$ cat src/rtl/ltc2308_emulator.sv
// LTC2308 responder model: answers the ADC interface master on CONVST/SCK/SDI/SDO.
// All pins are oversampled on clk; nothing runs on ADC_SCK.
// Optional build macro LTC_EMU_DITHER_EN adds LFSR dither (+1/0/-1) to latched samples.
module ltc2308_emulator #(
  parameter int unsigned DATA_W      = 12,
  parameter int unsigned SYNC_STAGES = 2,
  parameter int unsigned CONV_CYCLES = 64
) (
  input  logic                clk,
  input  logic                reset_n,
  input  logic                ADC_CONVST,
  input  logic                ADC_SCK,
  input  logic                ADC_SDI,
  output logic                ADC_SDO,
  input  logic [8*DATA_W-1:0] sample_data,
  input  logic                err_clr,
  output logic                busy,
  output logic [5:0]          cfg_word,
  output logic                cfg_valid,
  output logic [15:0]         frame_count,
  output logic                proto_err
);

  localparam int unsigned TW = $clog2(CONV_CYCLES + 1);

  typedef enum logic [1:0] {StIdle, StConv, StShift} state_e;

  state_e                  state_q, state_d;
  logic [SYNC_STAGES-1:0]  convst_sync, sck_sync, sdi_sync;
  logic                    convst_prev, sck_prev;
  logic                    convst_rise, sck_rise, sck_fall, sdi_s;
  logic [TW-1:0]           timer_q;
  logic [5:0]              cfg_sr_q, cfg_eff;
  logic [2:0]              cfg_cnt_q;
  logic [DATA_W-1:0]       sr_q, result_q, result;
  logic                    accept, expire, err_set;
  logic [DATA_W-1:0]       samp [8];
  logic [2:0]              ch_a, ch_b;
  logic [DATA_W-1:0]       va, vb, sa, sb;
  logic [DATA_W:0]         diff;

  // Pin synchronizers plus one history flop for edge detection
  always_ff @(posedge clk or negedge reset_n) begin
    if (!reset_n) begin
      convst_sync <= '0;
      sck_sync    <= '0;
      sdi_sync    <= '0;
      convst_prev <= 1'b0;
      sck_prev    <= 1'b0;
    end else begin
      convst_sync <= {convst_sync[SYNC_STAGES-2:0], ADC_CONVST};
      sck_sync    <= {sck_sync[SYNC_STAGES-2:0], ADC_SCK};
      sdi_sync    <= {sdi_sync[SYNC_STAGES-2:0], ADC_SDI};
      convst_prev <= convst_sync[SYNC_STAGES-1];
      sck_prev    <= sck_sync[SYNC_STAGES-1];
    end
  end

  assign convst_rise = convst_sync[SYNC_STAGES-1] & ~convst_prev;
  assign sck_rise    = sck_sync[SYNC_STAGES-1] & ~sck_prev;
  assign sck_fall    = ~sck_sync[SYNC_STAGES-1] & sck_prev;
  assign sdi_s       = sdi_sync[SYNC_STAGES-1];

  // Config used by a conversion accepted this cycle: freshly shifted word if complete
  assign cfg_eff = (cfg_cnt_q == 3'd6) ? cfg_sr_q : cfg_word;
  assign ch_a    = {cfg_eff[3], cfg_eff[2], cfg_eff[4]};
  assign ch_b    = {cfg_eff[3], cfg_eff[2], ~cfg_eff[4]};

  // Unpack the flat sample bus into per-channel words
  always_comb begin
    for (int i = 0; i < 8; i++) samp[i] = sample_data[i*DATA_W +: DATA_W];
  end

  assign va = samp[ch_a];
  assign vb = samp[ch_b];

`ifdef LTC_EMU_DITHER_EN
  logic [15:0] lfsr_q;

  function automatic logic [DATA_W-1:0] add_dither(input logic [DATA_W-1:0] v,
                                                   input logic [1:0] d);
    if (d == 2'b01) return (v == 12'hFFF) ? v : v + 12'd1;
    if (d == 2'b10) return (v == 12'h000) ? v : v - 12'd1;
    return v;
  endfunction

  assign sa = add_dither(va, lfsr_q[1:0]);
  assign sb = add_dither(vb, lfsr_q[1:0]);

  // Fibonacci LFSR (taps 16,14,13,11) stepped once per accepted conversion
  always_ff @(posedge clk or negedge reset_n) begin
    if (!reset_n) lfsr_q <= 16'hACE1;
    else if (accept) lfsr_q <= {lfsr_q[14:0], lfsr_q[15] ^ lfsr_q[13] ^ lfsr_q[12] ^ lfsr_q[10]};
  end
`else
  assign sa = va;
  assign sb = vb;
`endif

  // Conversion result from the selected sample(s) and mode bits
  always_comb begin
    diff   = {1'b0, sa} - {1'b0, sb};
    result = '0;
    if (cfg_eff[5]) begin
      result = cfg_eff[1] ? sa : (sa ^ 12'h800);
    end else if (cfg_eff[1]) begin
      result = diff[DATA_W] ? '0 : diff[DATA_W-1:0];
    end else if (!diff[DATA_W] && diff[DATA_W-1]) begin
      result = 12'h7FF;
    end else if (diff[DATA_W] && !diff[DATA_W-1]) begin
      result = 12'h800;
    end else begin
      result = diff[DATA_W-1:0];
    end
  end

  // Next-state decode and protocol error detection
  always_comb begin
    state_d = state_q;
    accept  = 1'b0;
    expire  = 1'b0;
    err_set = 1'b0;
    unique case (state_q)
      StIdle: begin
        if (convst_rise) begin
          accept  = 1'b1;
          state_d = StConv;
        end
      end
      StConv: begin
        if (convst_rise || sck_rise || sck_fall) err_set = 1'b1;
        if (timer_q == '0) begin
          expire  = 1'b1;
          state_d = StShift;
        end
      end
      StShift: begin
        if (convst_rise) begin
          accept  = 1'b1;
          state_d = StConv;
          if (cfg_cnt_q != 3'd6) err_set = 1'b1;
        end
      end
      default: state_d = StIdle;
    endcase
  end

  // State register, conversion timer, config capture and output shifter
  always_ff @(posedge clk or negedge reset_n) begin
    if (!reset_n) begin
      state_q     <= StIdle;
      timer_q     <= '0;
      busy        <= 1'b0;
      cfg_word    <= 6'b100010;
      cfg_valid   <= 1'b0;
      cfg_sr_q    <= '0;
      cfg_cnt_q   <= '0;
      frame_count <= '0;
      proto_err   <= 1'b0;
      result_q    <= '0;
      sr_q        <= '0;
      ADC_SDO     <= 1'b0;
    end else begin
      state_q   <= state_d;
      cfg_valid <= 1'b0;
      if (accept) begin
        if (cfg_cnt_q == 3'd6) begin
          cfg_word  <= cfg_sr_q;
          cfg_valid <= 1'b1;
        end
        result_q    <= result;
        busy        <= 1'b1;
        timer_q     <= TW'(CONV_CYCLES - 1);
        frame_count <= frame_count + 16'd1;
        cfg_sr_q    <= '0;
        cfg_cnt_q   <= '0;
        sr_q        <= '0;
      end else if (state_q == StConv) begin
        if (expire) begin
          busy <= 1'b0;
          sr_q <= result_q;
        end else begin
          timer_q <= timer_q - TW'(1);
        end
      end else if (state_q == StShift) begin
        // Zero fill makes SDO read 0 after the 12th fall
        if (sck_fall) sr_q <= {sr_q[DATA_W-2:0], 1'b0};
        if (sck_rise && cfg_cnt_q < 3'd6) begin
          cfg_sr_q  <= {cfg_sr_q[4:0], sdi_s};
          cfg_cnt_q <= cfg_cnt_q + 3'd1;
        end
      end
      ADC_SDO   <= (state_q == StShift) ? sr_q[DATA_W-1] : 1'b0;
      // A new error outranks a simultaneous clear
      proto_err <= err_set | (proto_err & ~err_clr);
    end
  end

endmodule

$ cat config.mk
export PLATFORM = sky130hd
export DESIGN_NAME = ltc2308_emulator
export DESIGN_NICKNAME = d
export VERILOG_FILES = /design/src/rtl/ltc2308_emulator.sv
export SDC_FILE = /design/constraint.sdc
export NUM_CORES = 1
export LEC_CHECK = 0
export ABC_AREA = 1
export CAP_MARGIN = 20
export CORE_MARGIN = 2
export CORE_UTILIZATION = 34
export DETAILED_ROUTE_END_ITERATION = 12
export HOLD_SLACK_MARGIN = 0.08
export PLACE_DENSITY = 0.56
export SLEW_MARGIN = 20
export SYNTH_ARGS = -nofsm -noshare
export SYNTH_HDL_FRONTEND = slang
export SYNTH_SLANG_ARGS = --single-unit
$ cat constraint.sdc
create_clock -name clk -period 3.2 [get_ports clk]
set_input_delay 0.32 -clock clk [delete_from_list [all_inputs] [get_ports clk]]
set_output_delay 0.32 -clock clk [all_outputs]
set_load 0.01 [all_outputs]
==> impl_metrics.yaml <==
yosys:
  yosys-top-cells-area: "dfrtp_1 31%, nand2_1 22%, nand3_1 9.8%"
  syn_nets: 1010
  postSynth.asyncResetShare_pct: 100
  synth_edf_count: 0
  ys_warn_count: 0
  avgSynthCellArea_sq_um: 6.64
  synthFlopType: "dfrtp_1"
  syn_area_sq_um: 5890
  ys_ff_latch: 76
  synth_cell_types: 47
  seq_area_frac_synth_pct: 32.3
  synth_top_area_cell: "dfrtp_1"
  synth_top_area_share_pct: 31.4
  synth_cells: 888
timing:
  finalSetupViolations: 12
  fin_crit_sh_pct: 106
  finalHoldViolCount: 0
  skew_ps: 7.39
  maxSlewViolCount: 0
  fin_crit_ps: 3390
  maxSlewHeadroom_pct: 36.8
  tightest_slew_ps: 947
  max_freq_ghz: 0.295
  rsz0062_at_grt: "true"
  setup_slack_ps: -187
  holdWs_ps: 121
layout:
  instances_no_fill: 1349
  nNetsFinal: 1242
  drive_above_1_share_pct: 22.0
  syn_to_final_growth_pct: 57.2
  n_antenna_cell: 0
clocking:
  cts_tree: "built"
  htreeDepth: 3
  clockBufferDepth: 2
  cts-root-buf: "clkbuf_16"
  holdBufCountCts: 0
  clk_pin_slew_ps: 60
  clkLatencyLatePin_ps: 330
  cts.sinks: 76
  numCtsBuffers: 9
power_and_ir_drop:
  power_w: 0.00376
  intPower_w: 0.00246
  vdd_drop_max_mv: 0.360
  switching_power_w: 0.00130
  power_leakage_nw: 4.45
  power_frac_comb_pct: 38.6
  clock_power_share_pct: 26.2
  power_density_nw_per_um2: 406
  sw_frac_of_total_pct: 34.5
  seq_power_share_pct: 35.2
routing:
  drtIter0Drc: 451
  wl_per_cell_microns: 14.4
  drc_errors: 0
  num_vias: 6702
  firstDrtPassIters: 6
  wl_microns: 19400
  vias_per_cell: 4.97
  ant_nets: 0
place:
  placed_cells: 1285
  port-buffer-count: 127
  gp_congestion: 0.874
  hpwl_microns: 14400
floorplanning:
  die_h_microns: 136
  initial_utilization_pct: 34.4
  ios: 128
  core_area_sq_um: 17100
  dieArea_sq_um: 18400
  num_rows: 48
  fp.dieW_microns: 136
global_routing:
  grt_pass1_wl_microns: 31800
  grt-ovfl-total: 0
  grt_pass1_vias: 6386
  grt_use_total_pct: 21.4
  antenna_found_initial: 0
  grt_max_degree: 77
hold_path:
  hold_path.class: "in2async"
critical_path:
  cp.required_ps: 3460
  path_max_fanout: 8
  endpoint_kind: "flip-flop"
  crit_type: "reg2reg"
  startpoint_type: "flip-flop"
  worst_r2r_path_depth: 23
  cp_data_arrival_time_ps: 3650
outcome:
  failed_checks: "negative setup slack"
  outcome: "finished with violations"
flow_run:
  maxCapViolations: 0
-- registers in the layout, indices dropped and copies added, names as in the netlist --
name	cells
state_q	2
proto_err	1
cfg_valid	1
timer_q	7
convst_prev	1
sck_sync	2
cfg_word	6
cfg_sr_q	6
sck_prev	1
result_q	12
busy	1
frame_count	16
sr_q	12
sdi_sync	2
ADC_SDO	1
cfg_cnt_q	3
convst_sync	2
-- worst max-delay path: stages, from the launching register on --
cell and delay (ps):
dfrtp_1 390, inv_2 80, ha_4 150, buf_6 110, nand2_8 60, o21ai_4 260
buf_12 180, buf_16 140, nand2_2 50, nand3_2 60, nand2_1 70, nand2_2 80
nand2_2 60, ha_4 160, fa_2 370, nand3b_1 180, nand2_2 100, buf_6 100
a21boi_1 60, xnor2_1 270, inv_1 70, nand2_1 90, nand3_2 80, a21oi_2 140
-- what timing repair did --
| action | 4_1_cts | 5_1_grt |
|---|---|---|
| pin swaps | 20 | 21 |
| setup buffers | 30 | 10 |
| setup endpoints to repair | 12 | 12 |
| gates resized for setup | 60 | 42 |
| cloned | 8 | 1 |
-- cells in the mapped netlist (all sizes together) (2+ instances only) --
cell type and number:
o211ai 4, o31ai 12, mux2i 11, o21ai 36, a21oi 49, nor3 4
o21a 2, dfstp 2, xnor2 7, nand4 5, nand3 115, nand3b 3
a31oi 11, nand2 343, or2 4, inv 76, a211oi 2, buf 33
clkbuf 14, xor2 15, a32o 2, nor2 27, o22ai 6, dfrtp 74
ha 19, a221oi 2
-- area by class of cell --
| type | count | area [sq um] |
|---|---|---|
| clock buffers | 9 | 225 |
| clock inverters | 6 | 63.8 |
| fillers | 1630 | 7850 |
| inverters | 77 | 289 |
| multi-input cells | 690 | 3860 |
| flip-flops and latches | 76 | 1900 |
| well taps | 225 | 282 |
| repair buffers | 266 | 2650 |
-- layout by cell type, fill, tap and decap left out, drive strengths merged, types with 6 or more instances in the layout --
cell type	n
o21ai	36
a21oi	49
mux2i	11
nand3	115
o31ai	12
xor2	15
ha	19
nor2	27
nand2	345
a31oi	11
clkdlybuf4s50	126
o22ai	6
inv	77
xnor2	7
dfrtp	74
clkbuf	10
buf	137
-- power by group through the flow --
stage | Clock, W | Combinational (W) | Sequential, W
6_report | 0.000985 | 0.00145 | 0.00132
5_1_grt | 0.00106 | 0.00163 | 0.00135
4_1_cts | 0.00101 | 0.00140 | 0.00133
3_5_place_dp | 0 | 0.00131 | 0.00134
3_3_place_gp | 0 | 0.00130 | 0.00133
2_1_floorplan | 0 | 0.000798 | 0.00131
-- worst paths after layout --
path                                 from              to  slack [ps]
setup / recovery             cfg_cnt_q[0]     result_q[6]        -190
hold / removal                    reset_n         sr_q[5]         120
setup reg to reg             cfg_cnt_q[0]     result_q[6]        -190
hold reg to reg            convst_sync[0]  convst_sync[1]         370
max in group asynchronous         reset_n     sck_sync[1]        2440
min in group clk           convst_sync[0]  convst_sync[1]         370
-- per-layer routing --
metal / routed length [microns] / up-vias / global-route usage (%)
li1: - / 3381 / -
met1: 9200 / 3109 / 30.3
met2: 9140 / 192 / 34.1
met3: 890 / 20 / 3.74
met4: 213 / 0 / 4.63
met5: 0 / - / 0
-- logic make-up after synthesis --
group / Yosys count / synth area share (%)
compound gates: 129 / 13.4
xor+xnor: 22 / 3.27
fa+ha+maj: 20 / 4.37
buf+inv: 124 / 8.89
flops: 76 / 32.3
mux: 11 / 1.87
simple gates: 506 / 35.9
-- stage by stage --
| stage | worst slack (ps) | TNS, ps | instance area, sq um | utilization [%] |
|---|---|---|---|---|
| floorplan | 5.07 | 0 | 5910 | - |
| global placement | -229 | -2240 | 8030 | 46.9 |
| detailed placement | -274 | -2720 | 8030 | 46.9 |
| CTS | -42.9 | -362 | 8980 | 52.4 |
| global route | -407 | -4530 | 9270 | 54.1 |
| finish | -187 | -1710 | 9270 | 54.1 |
No activity file was read; power rests on OpenSTA's default activity.
